## src/rtl/alu_pkg.sv

```systemverilog
// rtl/alu_pkg.sv - shared constants and FSM state type for the ALU sequencer
// Contents:
//   DATA_W      ALU slice width (request/response data are 2*DATA_W)
//   SEL_W       ALU select width
//   ALU_SEL_MAX highest legal select; anything above is rejected with rsp_err
//   state_t     sequencer FSM states IDLE, LO, HI, RSP
package alu_pkg;

   localparam int DATA_W = 16;
   localparam int SEL_W  = 5;
   localparam logic [SEL_W-1:0] ALU_SEL_MAX = 5'd19;

   typedef enum logic [1:0] {
      IDLE = 2'd0,
      LO   = 2'd1,
      HI   = 2'd2,
      RSP  = 2'd3
   } state_t;

endpackage

```

## src/rtl/alu_seq_ctrl.sv

```systemverilog
// rtl/alu_seq_ctrl.sv - valid/ready sequencer driving a 16-bit combinational ALU, 1 or 2 passes
// Ports:
//   clk, rst                 clock, asynchronous active-high reset
//   req_valid/req_ready      request handshake
//   req_sel, req_a, req_b    operation select and 2*DATA_W operands
//   req_cin, req_wide        initial carry-in, 1 = two-pass 32-bit operation
//   alu_a, alu_b, alu_cin    registered drive to the external ALU (0 outside LO/HI)
//   alu_sel                  registered select to the external ALU
//   alu_y, alu_cout          combinational ALU result and carry-out
//   rsp_valid/rsp_ready      response handshake
//   rsp_y, rsp_cout, rsp_err result, final carry, illegal-select flag
//   rsp_zero                 result-is-zero flag, present only with ALU_SEQ_ZERO_FLAG_EN
// Build option: ALU_SEQ_ZERO_FLAG_EN adds rsp_zero.
module alu_seq_ctrl #(
   parameter int DATA_W = alu_pkg::DATA_W,
   parameter int SEL_W  = alu_pkg::SEL_W
) (
   input  logic                clk,
   input  logic                rst,
   input  logic                req_valid,
   output logic                req_ready,
   input  logic [SEL_W-1:0]    req_sel,
   input  logic [2*DATA_W-1:0] req_a,
   input  logic [2*DATA_W-1:0] req_b,
   input  logic                req_cin,
   input  logic                req_wide,
   output logic [DATA_W-1:0]   alu_a,
   output logic [DATA_W-1:0]   alu_b,
   output logic                alu_cin,
   output logic [SEL_W-1:0]    alu_sel,
   input  logic [DATA_W-1:0]   alu_y,
   input  logic                alu_cout,
   output logic                rsp_valid,
   input  logic                rsp_ready,
   output logic [2*DATA_W-1:0] rsp_y,
   output logic                rsp_cout,
`ifdef ALU_SEQ_ZERO_FLAG_EN
   output logic                rsp_zero,
`endif
   output logic                rsp_err
);

   import alu_pkg::*;

   state_t              state;
   logic [DATA_W-1:0]   a_hi;
   logic [DATA_W-1:0]   b_hi;
   logic                wide_q;

   always_ff @(posedge clk or posedge rst) begin
      if (rst) begin
         state     <= IDLE;
         req_ready <= 1'b1;
         rsp_valid <= 1'b0;
         rsp_y     <= '0;
         rsp_cout  <= 1'b0;
         rsp_err   <= 1'b0;
`ifdef ALU_SEQ_ZERO_FLAG_EN
         rsp_zero  <= 1'b0;
`endif
         alu_a     <= '0;
         alu_b     <= '0;
         alu_cin   <= 1'b0;
         alu_sel   <= '0;
         a_hi      <= '0;
         b_hi      <= '0;
         wide_q    <= 1'b0;
      end else begin
         case (state)
            IDLE: begin
               if (req_valid) begin
                  req_ready <= 1'b0;
                  a_hi      <= req_a[2*DATA_W-1:DATA_W];
                  b_hi      <= req_b[2*DATA_W-1:DATA_W];
                  wide_q    <= req_wide;
                  rsp_y     <= '0;
                  rsp_cout  <= 1'b0;
`ifdef ALU_SEQ_ZERO_FLAG_EN
                  rsp_zero  <= 1'b0;
`endif
                  if (req_sel <= SEL_W'(ALU_SEL_MAX)) begin
                     state   <= LO;
                     rsp_err <= 1'b0;
                     alu_a   <= req_a[DATA_W-1:0];
                     alu_b   <= req_b[DATA_W-1:0];
                     alu_cin <= req_cin;
                     alu_sel <= req_sel;
                  end else begin
                     // Illegal select never reaches the ALU: respond directly.
                     state     <= RSP;
                     rsp_err   <= 1'b1;
                     rsp_valid <= 1'b1;
                  end
               end
            end

            LO: begin
               rsp_y[DATA_W-1:0] <= alu_y;
               if (wide_q) begin
                  // Second pass: high halves, low-pass carry chained through alu_cin.
                  state   <= HI;
                  alu_a   <= a_hi;
                  alu_b   <= b_hi;
                  alu_cin <= alu_cout;
               end else begin
                  state     <= RSP;
                  rsp_valid <= 1'b1;
                  rsp_cout  <= alu_cout;
`ifdef ALU_SEQ_ZERO_FLAG_EN
                  rsp_zero  <= (alu_y == '0);
`endif
                  alu_a     <= '0;
                  alu_b     <= '0;
                  alu_cin   <= 1'b0;
                  alu_sel   <= '0;
               end
            end

            HI: begin
               rsp_y[2*DATA_W-1:DATA_W] <= alu_y;
               rsp_cout  <= alu_cout;
`ifdef ALU_SEQ_ZERO_FLAG_EN
               rsp_zero  <= (alu_y == '0) && (rsp_y[DATA_W-1:0] == '0);
`endif
               state     <= RSP;
               rsp_valid <= 1'b1;
               alu_a     <= '0;
               alu_b     <= '0;
               alu_cin   <= 1'b0;
               alu_sel   <= '0;
            end

            RSP: begin
               if (rsp_ready) begin
                  state     <= IDLE;
                  rsp_valid <= 1'b0;
                  req_ready <= 1'b1;
               end
            end

            default: begin
               state     <= IDLE;
               rsp_valid <= 1'b0;
               req_ready <= 1'b1;
            end
         endcase
      end
   end

endmodule
```

## config.mk

```make
export PLATFORM = sky130hd
export DESIGN_NAME = alu_seq_ctrl
export DESIGN_NICKNAME = d
export VERILOG_FILES = /design/src/rtl/alu_pkg.sv /design/src/rtl/alu_seq_ctrl.sv
export SDC_FILE = /design/constraint.sdc
export NUM_CORES = 1
export LEC_CHECK = 0
export BUFFER_PORTS_ARGS = -buffer_cell sky130_fd_sc_hd__buf_2
export CORE_MARGIN = 2
export CORE_UTILIZATION = 46
export DETAILED_ROUTE_END_ITERATION = 16
export GPL_TIMING_DRIVEN = 0
export PLACE_DENSITY = 0.8
export SLEW_MARGIN = 0
export SYNTH_ARGS = -nofsm -noshare
export SYNTH_HDL_FRONTEND = slang
export SYNTH_SLANG_ARGS = --single-unit
```

## constraint.sdc

```tcl
create_clock -name clk -period 3.2 [get_ports clk]
set_input_delay 0.32 -clock clk [delete_from_list [all_inputs] [get_ports clk]]
set_output_delay 0.32 -clock clk [all_outputs]
set_load 0.01 [all_outputs]
```

======== Word level (Yosys, flattened, before mapping) ========
Index checks and enable logic that the tools add are counted.
cells by class
  reductions and logical operators ........ 14
  magnitude comparators ................... 1
  equal/unequal tests ..................... 8
  muxes and demuxes ....................... 35
operators with widths
  operator                                                                number
  16-bit two-way mux                                                      6
  16-bit case mux with 3 select lines                                     2
  16-bit case mux with 2 select lines                                     2
  32-bit two-way mux                                                      1
  5-bit two-way mux                                                       3
  5-bit case mux with 3 select lines                                      1
  1-bit two-way mux                                                       12
  2-bit inequality test (second input constant)                           5
  3-bit AND reduction                                                     3
  2-bit case mux with 4 select lines                                      1
  2-bit AND reduction                                                     4
  4-bit AND reduction                                                     2
  2-bit two-way mux                                                       3
  1-bit case mux with 3 select lines                                      2
  2-bit nonzero test                                                      3
  5-bit <= comparator (second input constant)                             1
  2-bit equality test (second input constant)                             2
  1-bit case mux with 4 select lines                                      1
  3-bit nonzero test                                                      1
  2-bit by 1-bit equality test with 1-bit output (second input constant)  1
  2-bit logical NOT                                                       1
  1-bit case mux with 2 select lines                                      1
word-level totals
  output and inout port bits .............. 74
  flip-flop bits (word level) ............. 109
  bits of input ports ..................... 92
  word-level logic and storage cells ...... 72

======== Logic depth before layout (Yosys ltp) ========
Gate-level depths: netlist (run 1).
  depth in word-level cells ............... 4
  depth in mapped cells ................... 8
  gate-level depth less buffers ........... 6

======== Worst setup path before layout (run 1) ========
No wires, ideal clock.
  kind .................................... register -> register
  start point ............................. reg state[0]
  end point ............................... reg alu_a[10]
  period minus slack after synthesis ...... 1854 ps
  path buffers ............................ 3
  library setup time ...................... 125 ps
  setup slack ............................. 1346 ps
  required time ........................... 3075 ps
  cell stages (with the launch flop) ...... 9
  arrival ................................. 1729 ps
  cell sequence ........................... dfrtp_1 -> inv_1 -> ha_1 -> buf_6 -> and3_1 -> buf_2 -> buf_6 -> a22o_1 -> mux2_4
between the ends
  word-level cells in the longest chain between the ends .. 3
  elaborated cells between the ends (all ways) .. 8
  classes of those cells .................. eq/ne (4); mux (1); reduce/logical (3)
ends and longest elaborated chain
  what                                                                                 line                 RTL
  start, declared                                                                      alu_seq_ctrl.sv:45   state_t state;
  start signal, assigned                                                               alu_seq_ctrl.sv:52   state <= IDLE;
  start signal, assigned                                                               alu_seq_ctrl.sv:82   state <= LO;
  start signal, assigned                                                               alu_seq_ctrl.sv:90   state <= RSP;
  2-bit equality test (tied with other cells)                                          alu_seq_ctrl.sv:69   case (state)
  3-bit nonzero test (no source line) / 2-bit inequality test (equally long branches)  -
  3-bit AND reduction (no source line)                                                 -
  end signal, assigned                                                                 alu_seq_ctrl.sv:84   alu_a <= req_a[DATA_W-1:0];
  end signal, assigned                                                                 alu_seq_ctrl.sv:102  alu_a <= a_hi;
  end, declared                                                                        alu_seq_ctrl.sv:27   output logic [DATA_W-1:0] alu_a,
Several ways; a longest one is shown, not always the timed one.
A chain may end at the register's enable or synchronous reset.

======== Worst setup path after layout (run 1) ========
  start point ............................. reg state[0]
  end point ............................... reg state[1]
between the ends
  word-level cells in the longest chain between the ends .. 3
  elaborated cells between the ends (all ways) .. 8
  classes of those cells .................. eq/ne (5); mux (1); reduce/logical (2)
ends and longest elaborated chain
  what                                                             line
  2-bit equality test / 2-bit logical NOT (equally long branches)  alu_seq_ctrl.sv:69
  2-bit inequality test (no source line)                           -
  2-bit AND reduction (no source line)                             -
Several ways; a longest one is shown, not always the timed one.

==> results.toml, run 1 <==
[run_status]
status = "complete, no violations"

[synth]
synth_warnings = 0
synth-edff-count = 0
ys_seq_elements = 109
synth_common_cells = "dfrtp_1 (108), a22o_1 (48), mux2_2 (43)"
yosys-top-cells-area = "dfrtp_1 (55%), mux2_2 (9.8%), mux2_4 (9.1%)"
synth_most_common_cell = "dfrtp_1"
syn_area_sq_um = 4950
netlist.area_leader.share_pct = 54.5
synthDistinctLibCells = 33
ys.flop_type = "dfrtp_1"
synth_cells = 348
yosys.area.top_type = "dfrtp_1"
synth-seq-area-share_pct = 55.1
syn-num-nets = 445
async_flop_share_pct = 100
syn_area_per_cell_sq_um = 14.2

[cts]
cts_resized = 0
clkLatencyLatePin_ns = 0.37
clk_pin_slew_ns = 0.11
cts_root_buffer = "clkbuf_8"
cts_sinks = 109
htreeDepth = 3
cts_tree = "yes"
cts_setup_buffers = 0
cts_hold_buf = 0
cts_buffers = 9
cts_max_path_buffers = 2

[hold_path]
hold_class = "primary input to async pin"

[finish]
area_delta_synth_final_pct = 24.9
postLayoutCoreUtil_pct = 59.7
insertedDiodeCount = 0
finalNetCount = 622
nFillCells = 852
drive_gt1_share_pct = 53.0

[route]
vias = 3587
finalWirelength_mm = 11.5
vias_per_cell = 5.39
post_drt_wl_per_cell_microns = 17.2
first_pass_iters = 5
ant_nets = 0
drt_iter0_markers = 181
drcViolationCount = 0

[floorplan]
die_area_sq_um = 11600
fp.dieW_microns = 108
core_sq_um = 10400
die_y_microns = 108
start_util_pct = 47.8
ios = 166
num_rows = 37

[sta]
period_needed_ns = 2.15
maxSlewViolCount = 0
worst_pin_slew_ns = 0.641
fmax_ghz = 0.465
rsz0062_at_grt = "false"
hold_violations = 0
max-slew-margin-rel_pct = 57.3
finalCritPeriodShare_pct = 67.2
skew_ns = 0.0117
setup_violations = 0

[global_routing]
antenna_found_initial = 0
gr-total-overflow = 0
grt.met1_usage_pct = 26.3
track_usage_pct = 20.3
grt_pass1_wl_mm = 18.4
grt_start_max_net_pins = 62
busiest_layer = "met2"
use_met3_pct = 5.45
grt_pass1_vias = 3728
use_met2_pct = 33.9

[critical_path]
worstSetupEndpointType = "register"
crit_required_ns = 3.45
critical_path_arrival_ns = 2.40
path_class = "register to register"
worstPathMaxFanout = 10
startpoint_type = "register"

[pwr]
ir_worst_vdd_mv = 0.468
p_switching_w = 0.00242
power_w = 0.00663
leakage_nw = 3.15
power.density_nw_per_um2 = 1070
power.internal_w = 0.00421
pwr-share-seq_pct = 36.1
p_comb_share_pct = 50.9
clockPowerShare_pct = 13.1
p_sw_share_pct = 36.5

[placed_design]
hpwl_mm = 8.55
gp_congestion = 0.782
placement.io_buffers = 165

[run]
maxCapViolCount = 0
layout make-up:
class | count | area, sq um | share of cell area [%]
Clock buffer | 9 | 124 | 2.00
Clock inverter | 7 | 82.6 | 1.33
Timing Repair Buffer | 166 | 853 | 13.8
Inverter | 6 | 25.0 | 0.404
Buffer | 26 | 194 | 3.13
Sequential cell | 109 | 2730 | 44.1
Multi-Input combinational cell | 207 | 2010 | 32.5
Tap cell | 136 | 170 | 2.75
placed cells by master, fill, tap and decap left out, types with 2 or more instances in the layout:
master    synthesis  final
buf_2            10    175
dfrtp_1         108    108
a22o_1           48     48
mux2_2           43     43
mux2_4           30     30
mux2i_1          18     18
o21ai_0          17     17
a22oi_1          16     16
clkbuf_8          0      9
clkbuf_1          7      7
nor2b_1           7      7
inv_1             6      5
ha_1              5      5
buf_6             4      4
buf_12            3      3
o21ai_1           3      3
a21oi_1           3      3
nand2_1           2      2
o31ai_1           2      2
and2_1            2      2
inv_8             0      2
flip-flops by register name (all words and copies together), names as in the netlist:
name and flops:
rsp_err 1, b_hi 16, state 2, alu_cin 1, wide_q 1, alu_b 16, alu_sel 5, rsp_valid 1
req_ready 1, rsp_cout 1, alu_a 16, rsp_y 32, a_hi 16
path summary, 6_finish.rpt:
check                           cells after the start  slack, ns  startpoint        to
worst min-delay path                                2       0.03         rst  rsp_y[2]
worst max register to register                      7       1.05    state[0]  state[1]
min in group clk                                    2       0.18   req_a[27]  a_hi[11]
worst max-delay path                                7       1.05    state[0]  state[1]
worst min register to register                      1       0.51    rsp_y[3]  rsp_y[3]
max in group asynchronous                           3       2.46         rst  alu_b[4]
power groups by stage:
stage / registers [W] / logic [W] / clock network [W]
after detailed placement: 0.00241 / 0.00341 / 0
after CTS: 0.00239 / 0.00342 / 0.000894
final: 0.00239 / 0.00337 / 0.000866
after floorplan: 0.00253 / 0.00231 / 0
after global routing: 0.00246 / 0.00368 / 0.000953
after global placement: 0.00238 / 0.00328 / 0
per-stage QoR:
step	cell area, sq um	setup TNS (ns)	std cells	hold WS [ns]	setup WS [ns]
6_report	6190	0	666	0.0267	1.05
5_1_grt	6190	0	666	0.0595	0.951
4_1_cts	6190	0	666	0.0464	1.04
3_5_place_dp	5980	0	650	0.453	1.05
3_3_place_gp	5950	-120.78	649	0.461	-1.13
2_1_floorplan	4950	0	348	0.459	0.00771
worst max-delay path, stage by stage, from the launching register on:
cell      delay, ns
dfrtp_1        0.46
inv_1          0.09
ha_1           0.31
buf_6          0.15
inv_1          0.17
clkbuf_1       0.45
mux2i_1        0.13
mux2_2         0.28
metal layers:
layer	vias up	wire length (microns)
met5	-	0
met4	0	129
met3	13	929
met2	139	5550
met1	1787	4870
li1	1648	-
kinds of logic after synthesis:
logic type | after synthesis | synth area share, %
flops | 109 | 55.1
fa+ha+maj | 5 | 1.26
simple gates | 16 | 2.02
buf+inv | 32 | 4.37
mux | 91 | 22.5
compound gates | 95 | 14.8
(Power assumes the default switching activity.)
==> inputs of run 2 (changes only) <==
==> constraint.sdc (replaced) <==
create_clock -name clk -period 1.8 [get_ports clk]
set_input_delay 0.18 -clock clk [delete_from_list [all_inputs] [get_ports clk]]
set_output_delay 0.18 -clock clk [all_outputs]
set_load 0.01 [all_outputs]
==> results.toml, run 2 (synthesized netlist as in run 1, its figures left out) <==
[run_status]
status = "complete, no violations"

[critical_path]
critical_path_arrival_ns = 2.00
crit_required_ns = 2.05
path_class = "register to register"
critical_path.top_delay_family = "buffers and inverters"
critPathBufInv = 4
cpPeakStageDelay_ns = 0.44
rr_worst_depth = 7
path_cells = "buf_4, buf_4, ha_4, a21oi_4, buf_12, buf_12, mux2_4"
r2r-end = "alu_a[14]"
startpoint_type = "register"
r2r_start = "state[1]"
rrSetupSlack_ns = 0.05
slowest_stage = "dfrtp_1"
worstSetupEndpointType = "register"
worstPathMaxFanout = 10

[floorplan]
core_sq_um = 10400
num_rows = 37
start_util_pct = 47.8
die_area_sq_um = 11600
fp.dieW_microns = 108
die_y_microns = 108
ios = 166

[sta]
skew_ns = 0.00908
hold_violations = 0
max-slew-margin-rel_pct = 43.9
finalCritPeriodShare_pct = 97.3
fmax_ghz = 0.571
worst_pin_slew_ns = 0.840
layout_setup_ws_ns = 0.0492
rsz0062_at_grt = "true"
period_needed_ns = 1.75
setup_violations = 0
maxSlewViolCount = 0

[cts]
clk_pin_slew_ns = 0.10
cts_sinks = 109
clkLatencyLatePin_ns = 0.37
cts_max_path_buffers = 2
cts_root_buffer = "clkbuf_8"
cts_tree = "yes"
htreeDepth = 3
cts_buffers = 9

[global_routing]
use_met3_pct = 5.93
antenna_found_initial = 0
use_met2_pct = 31.2
grt_pass1_wl_mm = 18.2
track_usage_pct = 19.9
grt.met1_usage_pct = 26.0
grt_start_max_net_pins = 45
grt_pass1_vias = 3741
busiest_layer = "met2"
gr-total-overflow = 0

[hold_path]
hold_class = "primary input to register"
min_to = "b_hi[7]"
holdCritStartpoint = "req_b[23]"
min_path_cells = 2

[finish]
top_register = "rsp_y"
final_cells = 669
final_cell_mix = "buf_2 (168), dfrtp_1 (107), a22o_1 (48)"
postLayoutCoreUtil_pct = 61.4
largest_reg_flops = 32
drive_gt1_share_pct = 57.0
final_common_cell = "buf_2"
area_delta_synth_final_pct = 28.5
insertedDiodeCount = 0
finalNetCount = 625

[placed_design]
placement.io_buffers = 165
post-place-cells = 651
hpwl_mm = 8.51
gp_congestion = 0.831
pre_cts_ws_ns = -0.326

[pwr]
p_sw_share_pct = 35.5
p_comb_share_pct = 52.5
clockPowerShare_pct = 12.7
leakage_nw = 3.22
p_switching_w = 0.00434
pwr-share-seq_pct = 34.7
power.density_nw_per_um2 = 1920
ir_worst_vdd_mv = 0.823
power.internal_w = 0.00790

[route]
post_drt_wl_per_cell_microns = 17.1
finalWirelength_mm = 11.4
drcViolationCount = 0
vias_per_cell = 5.39
drt_iter0_markers = 157
first_pass_iters = 5
ant_nets = 0
vias = 3609

[run]
maxCapViolCount = 0
==> run 2: worst max path at each step <==
stage | start | to | slack (ns) | cells past startpoint
after floorplan | state[1] | alu_a[10] | -0.02 | 8
after global placement | rst | alu_b[3] | -0.39 | 2
after detailed placement | state[0] | state[1] | -0.33 | 7
after CTS | state[1] | alu_b[5] | 0.004 | 7
after global routing | state[1] | alu_a[11] | -0.02 | 7
final | state[1] | alu_a[14] | 0.05 | 7
==> run 2: cell type report <==
type / count / area, sq um
Tap cell: 136 / 170
Clock buffer: 13 / 169
Multi-Input combinational cell: 207 / 2090
Timing Repair Buffer: 175 / 941
Fill cell: 862 / 4000
Sequential cell: 109 / 2730
Buffer: 20 / 196
Inverter: 6 / 26.3
Clock inverter: 3 / 42.5
==> run 2: worst reg2reg max path: stages (launching register included) <==
cell	delay [ns]
dfrtp_1	0.44
buf_4	0.15
buf_4	0.14
ha_4	0.17
a21oi_4	0.14
buf_12	0.15
buf_12	0.15
mux2_4	0.31
==> run 2: timing repair <==
| item | in CTS | in global routing |
|---|---|---|
| buffers inserted | 6 | 1 |
| setup endpoints to repair | 84 | 92 |
| hold endpoints to repair | 35 | 0 |
| gates resized for setup | 17 | 26 |
| hold buffers | 1 | 0 |
==> run 2: stage by stage <==
stage / TNS [ns] / power (W) / hold slack, ns / area, sq um
6_report: 0 / 0.0122 / 0.0369 / 6370
5_1_grt: -0.103 / 0.0130 / 0.0257 / 6370
4_1_cts: 0 / 0.0122 / 0.0231 / 6310
3_5_place_dp: -14.62 / 0.0104 / 0.380 / 6010
3_3_place_gp: -51.64 / 0.0101 / 0.412 / 5970
2_1_floorplan: -0.583 / 0.00862 / 0.319 / 4970
==> run 2: metal layers <==
metal / wire (microns) / up-vias
li1: - / 1649
met1: 4930 / 1789
met2: 5300 / 147
met3: 949 / 24
met4: 259 / 0
met5: 0 / -
==> run 2: power groups by stage <==
| stage | Combinational (W) | Sequential, W | Clock (W) |
|---|---|---|---|
| 5_1_grt | 0.00697 | 0.00438 | 0.00169 |
| 2_1_floorplan | 0.00413 | 0.00449 | 0 |
| 6_report | 0.00643 | 0.00425 | 0.00156 |
| 3_5_place_dp | 0.00607 | 0.00430 | 0 |
| 3_3_place_gp | 0.00585 | 0.00423 | 0 |
| 4_1_cts | 0.00635 | 0.00425 | 0.00159 |
==> inputs of run 3 (changes only) <==
--- a/config.mk
+++ b/config.mk
@@ -8,9 +8,11 @@
 export BUFFER_PORTS_ARGS = -buffer_cell sky130_fd_sc_hd__buf_2
 export CORE_MARGIN = 2
 export CORE_UTILIZATION = 46
+export CTS_BUF_LIST = sky130_fd_sc_hd__clkbuf_16
 export DETAILED_ROUTE_END_ITERATION = 16
 export GPL_TIMING_DRIVEN = 0
 export PLACE_DENSITY = 0.8
+export RECOVER_POWER = 25
 export SLEW_MARGIN = 0
 export SYNTH_ARGS = -nofsm -noshare
 export SYNTH_HDL_FRONTEND = slang
==> results.toml, run 3 (synthesized netlist as in run 1, its figures left out) <==
[finish]
final_cell_mix = "buf_2 (169), dfrtp_1 (107), a22o_1 (48)"
top_register = "rsp_y"
final_common_cell = "buf_2"
final_area_sq_um = 6430
seq_area_sq_um = 2730
multi_input_area_sq_um = 2080
nFillCells = 849
final_cells = 671
insertedDiodeCount = 0
finalNetCount = 627
area_delta_synth_final_pct = 29.8
largest_reg_flops = 32
postLayoutCoreUtil_pct = 62.0
drive_gt1_share_pct = 56.1

[critical_path]
crit_required_ns = 2.02
worstPathMaxFanout = 6
r2r-end = "alu_a[12]"
critical_path_arrival_ns = 1.97
rr_worst_depth = 7
endpoint = "alu_a[12]"
startpoint_type = "register"
r2r_start = "state[0]"
rrSetupSlack_ns = 0.05
path_class = "register to register"
worstSetupEndpointType = "register"
startpoint = "state[0]"

[sta]
period_needed_ns = 1.75
hold_violations = 0
maxSlewViolCount = 37
fmax_ghz = 0.571
max-slew-margin-rel_pct = -10.7
layout_setup_ws_ns = 0.0490
finalCritPeriodShare_pct = 97.3
rsz0062_at_grt = "true"
skew_ns = 0.00461
hold_ws_ns = 0.0666
setup_violations = 0
worst_pin_slew_ns = 1.65

[placed_design]
post_dp_cell_area_sq_um = 6010
gp_congestion = 0.831
pre_cts_ws_ns = -0.326
hpwl_mm = 8.51
placement.io_buffers = 165
post-place-cells = 651

[route]
drt_iter0_markers = 148
post_drt_wl_per_cell_microns = 17.2
finalWirelength_mm = 11.5
drcViolationCount = 0
first_pass_iters = 4
ant_nets = 0
vias_per_cell = 5.39
vias = 3619

[run]
maxCapViolCount = 1

[global_routing]
gr-total-overflow = 0
grt_start_max_net_pins = 45
antenna_found_initial = 0
grt_pass1_vias = 3724
grt_pass1_wl_mm = 18.1
track_usage_pct = 19.9

[cts]
cts_buffers = 9
cts_max_path_buffers = 2
clk_pin_slew_ns = 0.07
htreeDepth = 3
clkLatencyLatePin_ns = 0.34
cts_tree = "yes"
cts_root_buffer = "clkbuf_16"
cts_sinks = 109
cts_hold_buf = 0

[floorplan]
die_area_sq_um = 11600
ios = 166
die_y_microns = 108
num_rows = 37
start_util_pct = 47.8
fp.dieW_microns = 108
core_sq_um = 10400

[pwr]
power.density_nw_per_um2 = 1960
power.internal_w = 0.00823
clockPowerShare_pct = 15.0
p_switching_w = 0.00438
leakage_nw = 3.25
p_sw_share_pct = 34.7
p_comb_share_pct = 51.2
pwr-share-seq_pct = 33.8
ir_worst_vdd_mv = 0.828

[run_status]
status = "finished, violations left"
violations = "capacitance limit, slew limit"

[hold_path]
hold_class = "primary input to register"
-- run 3: cell count changes in the layout (fill, tap and decap cells not counted), moves of 2 or more --
cell,before,now
clkbuf_8,12,0
clkbuf_16,0,10
buf_4,14,7
clkbuf_4,0,6
clkinv_1,0,3
and2_2,2,0
-- run 3: routing by layer --
metal	track usage (%)	vias up	routed length, microns
met3	5.57	25	868
met5	0	-	0
li1	-	1656	-
met1	25.9	1808	5020
met2	31.1	130	5330
met4	8.61	0	299
-- run 3: repair_timing --
item | CTS | global route
buffers inserted | 5 | 2
resized for setup | 11 | 26
pin swaps | 1 | 1
hold endpoints to repair | 0 | 0
endpoints found under the setup margin | 84 | 81
cloned | 0 | 1
-- run 3: critical path, stage by stage (launching register included) --
cell,delay [ns]
dfrtp_2,0.42
inv_2,0.08
ha_4,0.20
buf_6,0.11
and3_4,0.21
clkbuf_16,0.17
a22o_1,0.18
mux2_4,0.25
-- run 3: cell type report --
cell class | count | share of cell area [%]
Clock inverter | 7 | 0.895
Inverter | 6 | 0.370
Timing Repair Buffer | 175 | 14.7
Tap cell | 136 | 2.65
Buffer | 22 | 3.21
Multi-Input combinational cell | 207 | 32.3
Clock buffer | 9 | 3.50
Sequential cell | 109 | 42.4
-- run 3: how the worst min path moves through the flow --
stage | from | to | slack [ns] | cells past startpoint
finish | req_b[23] | b_hi[7] | 0.07 | 2
global route | req_b[18] | b_hi[2] | 0.06 | 2
CTS | rst | alu_a[11] | 0.02 | 2
detailed placement | rst | alu_a[11] | 0.38 | 2
global placement | req_b[23] | b_hi[7] | 0.41 | 2
floorplan | alu_y[0] | rsp_y[16] | 0.32 | 2
-- run 3: power groups by stage --
stage / clock [W] / sequential (W) / combinational, W
final: 0.00190 / 0.00426 / 0.00646
after global routing: 0.00205 / 0.00439 / 0.00699
after CTS: 0.00194 / 0.00425 / 0.00627
after detailed placement: 0 / 0.00430 / 0.00607
after global placement: 0 / 0.00423 / 0.00585
after floorplan: 0 / 0.00449 / 0.00413
-- run 3: per-stage QoR --
step | power (W) | TNS, ns
CTS | 0.0125 | -0.00502
detailed placement | 0.0104 | -14.62
global placement | 0.0101 | -51.64
finish | 0.0126 | 0
global route | 0.0134 | -0.337
floorplan | 0.00862 | -0.583
